### config.mk
export PLATFORM = sky130hd
export DESIGN_NAME = fetch_ctrl_flat
export DESIGN_NICKNAME = d
export VERILOG_FILES = /design/src/rtl/fetch_pkg.sv /design/src/rtl/fetch_if.sv /design/src/rtl/pc_next.sv /design/src/rtl/fetch_ctrl.sv /design/src/flat_wrapper.sv
export SDC_FILE = /design/constraint.sdc
export NUM_CORES = 1
export LEC_CHECK = 0
export BUFFER_PORTS_ARGS = -buffer_cell sky130_fd_sc_hd__clkbuf_2
export CAP_MARGIN = 20
export CORE_ASPECT_RATIO = 1.2
export CORE_MARGIN = 5
export CORE_UTILIZATION = 48
export DETAILED_ROUTE_END_ITERATION = 10
export HOLD_SLACK_MARGIN = 0.06
export PLACE_DENSITY = 0.79
export SLEW_MARGIN = 20
export SYNTH_ARGS = -nofsm -noshare
export SYNTH_HDL_FRONTEND = slang
export SYNTH_HIERARCHICAL = 1
export SYNTH_SLANG_ARGS = --single-unit
### constraint.sdc
create_clock -name clk -period 2.7 [get_ports clk]
set_input_delay 0.135 -clock clk [delete_from_list [all_inputs] [get_ports clk]]
set_output_delay 0.135 -clock clk [all_outputs]
set_load 0.01 [all_outputs]
### src/rtl/fetch_pkg.sv
// Shared widths, constants and FSM encoding for the instruction fetch controller.
// Latency: n/a (types and constants only).
// Backpressure: n/a.
package fetch_pkg;

  localparam int PC_W    = 10;
  localparam int INSTR_W = 32;
  localparam int OFF_W   = 20;

  // Sequential fetch advances one 32-bit word per instruction.
  localparam logic [PC_W-1:0] PC_STEP = 10'd4;

  typedef enum logic [1:0] {
    IDLE  = 2'd0,
    FETCH = 2'd1,
    WAIT  = 2'd2,
    FLUSH = 2'd3
  } state_t;

endpackage

### src/rtl/fetch_if.sv
// Instruction memory request/response bundle between fetch controller and memory.
// Latency: n/a (wires only); responses may arrive any number of cycles after acceptance.
// Backpressure: memory stalls a request by holding imem_ready low.
// Ports: imem_req/imem_addr (request), imem_ready (accept), imem_rvalid/imem_rdata (response).
interface fetch_if;
  import fetch_pkg::*;

  logic               imem_req;
  logic [PC_W-1:0]    imem_addr;
  logic               imem_ready;
  logic               imem_rvalid;
  logic [INSTR_W-1:0] imem_rdata;

  // Fetch controller side.
  modport master (
    output imem_req,
    output imem_addr,
    input  imem_ready,
    input  imem_rvalid,
    input  imem_rdata
  );

  // Instruction memory side.
  modport slave (
    input  imem_req,
    input  imem_addr,
    output imem_ready,
    output imem_rvalid,
    output imem_rdata
  );

endinterface

### src/rtl/pc_next.sv
// Next fetch PC: sequential increment or branch target relative to the last delivered PC.
// Latency: purely combinational.
// Backpressure: none; the caller decides when the result is loaded.
// Ports: pc, instr_pc, branch_offset, take_branch in; pc_nxt out.
module pc_next
  import fetch_pkg::*;
(
  input  logic [PC_W-1:0]  pc,
  input  logic [PC_W-1:0]  instr_pc,
  input  logic [OFF_W-1:0] branch_offset,
  input  logic             take_branch,
  output logic [PC_W-1:0]  pc_nxt
);

  // Only the low PC_W offset bits matter: the address space wraps at 1 KiB,
  // so the high bits can never change the result.
  logic unused_off_hi;
  assign unused_off_hi = ^branch_offset[OFF_W-1:PC_W];

  // Both sums wrap naturally at PC_W bits.
  assign pc_nxt = take_branch ? (instr_pc + branch_offset[PC_W-1:0])
                              : (pc + PC_STEP);

endmodule

### src/rtl/fetch_ctrl.sv
// Instruction fetch controller: one outstanding memory request, branch redirect with response flush.
// Latency: request issued from FETCH; instruction delivered the cycle after imem_rvalid is seen in WAIT.
// Backpressure: stall blocks new requests only; imem_ready low holds the request in FETCH.
// Ports: clk, reset (async active-low), stall, branch_req/branch_offset, mem (fetch_if.master),
//        instr_valid/instr/instr_pc (delivered instruction), pc (current fetch PC).
module fetch_ctrl
  import fetch_pkg::*;
#(
  parameter logic [PC_W-1:0] RESET_PC = 10'd0
) (
  input  logic               clk,
  input  logic               reset,
  input  logic               stall,
  input  logic               branch_req,
  input  logic [OFF_W-1:0]   branch_offset,
  fetch_if.master            mem,
  output logic               instr_valid,
  output logic [INSTR_W-1:0] instr,
  output logic [PC_W-1:0]    instr_pc,
  output logic [PC_W-1:0]    pc
);

  state_t          state, state_nxt;
  logic [PC_W-1:0] pc_d;
  logic [PC_W-1:0] pc_calc;
  logic            take_branch;
  logic            capture;

  // Redirects are honoured in every state except IDLE. Kept outside the FSM
  // block so pc_next sees no path back through the same process.
  assign take_branch = branch_req && (state != IDLE);

  pc_next u_pc_next (
    .pc            (pc),
    .instr_pc      (instr_pc),
    .branch_offset (branch_offset),
    .take_branch   (take_branch),
    .pc_nxt        (pc_calc)
  );

  always_ff @(posedge clk or negedge reset) begin
    if (!reset) begin
      state       <= IDLE;
      pc          <= RESET_PC;
      instr_pc    <= RESET_PC;
      instr       <= '0;
      instr_valid <= 1'b0;
    end else begin
      state       <= state_nxt;
      pc          <= pc_d;
      instr_valid <= capture;
      if (capture) begin
        instr    <= mem.imem_rdata;
        instr_pc <= pc;
      end
    end
  end

  always_comb begin
    state_nxt     = state;
    pc_d          = pc;
    capture       = 1'b0;
    mem.imem_req  = 1'b0;
    mem.imem_addr = pc;

    unique case (state)
      IDLE: begin
        state_nxt = FETCH;
      end

      FETCH: begin
        // A redirect consumes the cycle; the new PC is fetched next cycle.
        if (take_branch) begin
          pc_d = pc_calc;
        end else if (!stall) begin
          mem.imem_req = 1'b1;
          if (mem.imem_ready) begin
            state_nxt = WAIT;
          end
        end
      end

      WAIT: begin
        // stall is deliberately ignored here: the response is already in flight.
        if (take_branch) begin
          pc_d      = pc_calc;
          // Response in the same cycle is dropped; otherwise it must be
          // swallowed later in FLUSH.
          state_nxt = mem.imem_rvalid ? FETCH : FLUSH;
        end else if (mem.imem_rvalid) begin
          capture   = 1'b1;
          pc_d      = pc_calc;
          state_nxt = FETCH;
        end
      end

      FLUSH: begin
        if (take_branch) begin
          pc_d = pc_calc;
        end
        if (mem.imem_rvalid) begin
          state_nxt = FETCH;
        end
      end

      default: begin
        state_nxt = IDLE;
      end
    endcase
  end

endmodule

### src/flat_wrapper.sv
// flat-port wrapper written by rule: the top's interface ports become plain ports
module fetch_ctrl_flat import fetch_pkg::*;
#(
  parameter logic [PC_W-1:0] RESET_PC = 10'd0
)
  (clk, reset, stall, branch_req, branch_offset, instr_valid, instr, instr_pc, pc, mem_imem_req, mem_imem_addr, mem_imem_ready, mem_imem_rvalid, mem_imem_rdata);
  fetch_if mem_i ();
  input  logic clk;
  input  logic reset;
  input  logic stall;
  input  logic branch_req;
  input  logic [OFF_W-1:0] branch_offset;
  output logic instr_valid;
  output logic [INSTR_W-1:0] instr;
  output logic [PC_W-1:0] instr_pc;
  output logic [PC_W-1:0] pc;
  output wire logic [$bits(mem_i.imem_req)-1:0] mem_imem_req;
  output wire logic [$bits(mem_i.imem_addr)-1:0] mem_imem_addr;
  input wire logic [$bits(mem_i.imem_ready)-1:0] mem_imem_ready;
  input wire logic [$bits(mem_i.imem_rvalid)-1:0] mem_imem_rvalid;
  input wire logic [$bits(mem_i.imem_rdata)-1:0] mem_imem_rdata;
  assign mem_imem_req = mem_i.imem_req;
  assign mem_imem_addr = mem_i.imem_addr;
  assign mem_i.imem_ready = mem_imem_ready;
  assign mem_i.imem_rvalid = mem_imem_rvalid;
  assign mem_i.imem_rdata = mem_imem_rdata;
  fetch_ctrl #(.RESET_PC(RESET_PC)) u_core (.clk(clk), .reset(reset), .stall(stall), .branch_req(branch_req), .branch_offset(branch_offset), .mem(mem_i), .instr_valid(instr_valid), .instr(instr), .instr_pc(instr_pc), .pc(pc));
endmodule
==> flow_metrics.env <==
export IMPL_crit_path_top_delay_cell="fa_1"
export IMPL_post_route_drc_count=0
export IMPL_ir_worst_vdd_v=0.0003209
export IMPL_layoutNonFillerInstCount=434
export IMPL_multi_input_area_mm2=0.001313
export IMPL_cts_setup_buffers=0
export IMPL_path_cells="ha_1 -> fa_1 -> a211oi_1 -> o21ai_0 -> a31oi_1 -> xor2_1 -> mux2i_1 -> mux2_4"
export IMPL_area_delta_synth_final_pct=33.92
export IMPL_overflow=0
export IMPL_antenna_found_initial=0
export IMPL_grt_max_degree=56
export IMPL_clk_latency_ns=0.31
export IMPL_io_pins=122
export IMPL_p_switching_mw=0.9426
export IMPL_cts_tree="done"
export IMPL_wl_um=6705
export IMPL_syn_inst=218
export IMPL_hold_buffers=30
export IMPL_end_kind="flip-flop"
export IMPL_nets=421
export IMPL_dp_cells=394
export IMPL_grt_pass1_wl_um=10650
export IMPL_grt_pass1_vias=2318
export IMPL_seq_area_mm2=0.001376
export IMPL_min_period_ns=2.439
export IMPL_drive_gt1_share_pct=49.86
export IMPL_clkTransAtPathRegs_ns=0.11
export IMPL_drt_iter0_drc=90
export IMPL_syn_area_mm2=0.002855
export IMPL_p_clk_share_pct=20.5
export IMPL_crit_type="flip-flop to flip-flop"
export IMPL_final_cell_area_mm2=0.003824
export IMPL_critPathTopFamily="compound AO/OA/AOI/OAI gates"
export IMPL_via_per_inst=5.023
export IMPL_fill_cells=449
export IMPL_wire_per_inst_um=15.45
export IMPL_startpoint_type="flip-flop"
export IMPL_layout_common_cells="clkbuf_2, dfrtp_1, mux2_2, dlygate4sd3_1"
export IMPL_setup_violations=0
export IMPL_arrival_ns=2.63
export IMPL_pwr_share_seq_pct=42.7
export IMPL_p_int_mw=1.799
export IMPL_power_density_mw_per_mm2=717.0
export IMPL_globalRouteMet2Util_pct=32.60
export IMPL_crit_buf_inv=0
export IMPL_slew_headroom_pct=48.71
export IMPL_clock_sink_count=55
export IMPL_pwr_share_comb_pct=36.8
export IMPL_status="complete, no violations"
export IMPL_num_vias=2180
export IMPL_clock_root_buffer="clkbuf_8"
export IMPL_hold_ws_ns=0.07401
export IMPL_grt_util_met1_pct=20.29
export IMPL_setup_tns_ns=0
export IMPL_dpl_instance_area_mm2=0.003395
export IMPL_cts_inserted_buffers=5
export IMPL_crit_required_ns=2.90
export IMPL_rows=30
export IMPL_cts_buffer_depth=2
export IMPL_period_share_pct=90.33
export IMPL_ys_ff_latch=55
export IMPL_report_final_slew_viol_count=0
export IMPL_rsz0062_at_grt="false"
export IMPL_worst_slew_pin_slew_ns=0.7693
export IMPL_slowest_delay_ns=0.44
export IMPL_leakage_nw=2.029
export IMPL_fin_skew_ns=0.01089
export IMPL_max_freq_mhz=410.0
export IMPL_yosysSeqAreaShare_pct=48.20
export IMPL_cts_htree_levels=2
export IMPL_gr_usage_all_layers_pct=17.86
export IMPL_worstPathMaxFanout=3
export IMPL_place_congestion=0.7719
export IMPL_drtPass1Iterations=4
export IMPL_dp_hpwl_um=4562
export IMPL_fp_dieArea_mm2=0.007597
export IMPL_maxCapViolCount=0
export IMPL_grtUsageMet3_pct=4.580
export IMPL_core_mm2=0.005705
export IMPL_hold_violations=0
export IMPL_final_util_pct=67.02
export IMPL_synth_async_reset_ratio_pct=100.0
export IMPL_syn_num_nets=287
export IMPL_synthFlopType="dfrtp_1"
export IMPL_synthDistinctLibCells=39
export IMPL_start_util_pct=50.04
export IMPL_synth_edf_count=0
export IMPL_numPortBuffers=111
export IMPL_final_common_cell="clkbuf_2"
export IMPL_chipHeight_um=94.49
export IMPL_die_x_um=80.41
export IMPL_synth_warnings=6
export IMPL_top_usage_layer="met2"
export IMPL_ant_nets=0
export IMPL_swShare_pct=34.38
export IMPL_hp_class="input port to flip-flop"
export IMPL_syn_area_per_cell_um2=13.10
export IMPL_post_cts_resized=0
worst paths after layout:
path                                           startpoint                             endpoint  slack [ns]  depth (start not counted)
setup / recovery           u_core/instr_pc[0]$_DFFE_PN0P_  u_core/mem.imem_addr[8]$_DFFE_PN0P_        0.26                          8
hold / removal                         mem_imem_rdata[23]         u_core/instr[23]$_DFFE_PN0P_        0.07                          2
setup reg to reg           u_core/instr_pc[0]$_DFFE_PN0P_  u_core/mem.imem_addr[8]$_DFFE_PN0P_        0.26                          8
hold reg to reg               u_core/instr[1]$_DFFE_PN0P_          u_core/instr[1]$_DFFE_PN0P_        0.50                          1
max in group asynchronous                           reset         u_core/instr[18]$_DFFE_PN0P_        1.70                          3
min in group asynchronous                           reset       u_core/instr_pc[3]$_DFFE_PN0P_        0.50                          3
cell families (layout without fill, tap and decap cells):
family,count (synthesis),after routing,synth area share [%]
xor+xnor,12,12,3.681
buf+inv,22,157,5.828
flops,55,55,48.20
mux,61,61,25.11
compound gates,25,25,5.828
other cells,0,1,0
fa+ha+maj,11,11,5.083
simple gates,32,32,6.267
stage by stage:
stage	setup slack [ns]	total power [mW]
CTS	0.2508	2.763
finish	0.2611	2.741
global route	0.1053	2.911
detailed placement	0.2874	2.159
floorplan	0.4564	1.859
global placement	0.3343	2.126
sequential cells by signal, indices dropped and copies added (netlist names):
| signal | cells |
|---|---|
| u_core/instr | 32 |
| u_core/instr_pc | 10 |
| u_core/instr_valid | 1 |
| u_core/mem.imem_addr | 10 |
| u_core/state | 2 |
power groups by stage:
stage	logic, mW	clock network (mW)	registers [mW]
floorplan	0.632	0	1.23
global placement	0.949	0	1.18
detailed placement	0.974	0	1.19
CTS	1.01	0.581	1.17
global route	1.10	0.606	1.21
finish	1.01	0.562	1.17
synthesized netlist by cell type (2+ instances only):
| cell | instances | share of area (%) |
|---|---|---|
| buf_4 | 10 | 2.6 |
| mux2_4 | 10 | 5.3 |
| a31oi_1 | 2 | 0.44 |
| nand3_1 | 7 | 1.2 |
| nor2_1 | 8 | 1.1 |
| nand2_1 | 4 | 0.53 |
| nor3_1 | 4 | 0.70 |
| mux2_2 | 41 | 16 |
| o21ai_0 | 6 | 1.1 |
| inv_1 | 4 | 0.53 |
| dfrtp_1 | 55 | 48 |
| nor4b_1 | 2 | 0.61 |
| mux2i_1 | 6 | 2.1 |
| a21o_1 | 2 | 0.53 |
| a211oi_1 | 2 | 0.53 |
| xnor2_1 | 5 | 1.5 |
| buf_6 | 6 | 2.4 |
| xor2_1 | 7 | 2.1 |
| ha_1 | 10 | 4.4 |
| a21oi_1 | 5 | 0.88 |
| mux2_1 | 4 | 1.6 |
layer usage:
metal	vias to the layer above	routed length, um
met4	0	84
met5	-	0
li1	1043	-
met3	7	569
met1	1051	2557
met2	79	3493
layout make-up:
cell class / count / share of cell area [%]
diodes: 1 / 0.06544
well taps: 80 / 2.618
clock buffers: 5 / 1.800
multi-input cells: 141 / 34.33
inverters: 4 / 0.3927
repair buffers: 145 / 23.56
flip-flops and latches: 55 / 35.99
clock inverters: 3 / 1.243
worst reg2reg max path, delay by kind of cell, from the launching register on:
| kind | cells | cell delay, ns |
|---|---|---|
| adders and majority gates | 2 | 0.66 |
| xor gates and xnor gates | 1 | 0.16 |
| DFF | 1 | 0.41 |
| muxes | 2 | 0.37 |
| AOI/OAI and AO/OA | 3 | 0.73 |
Power figures use the tool's default switching activity.
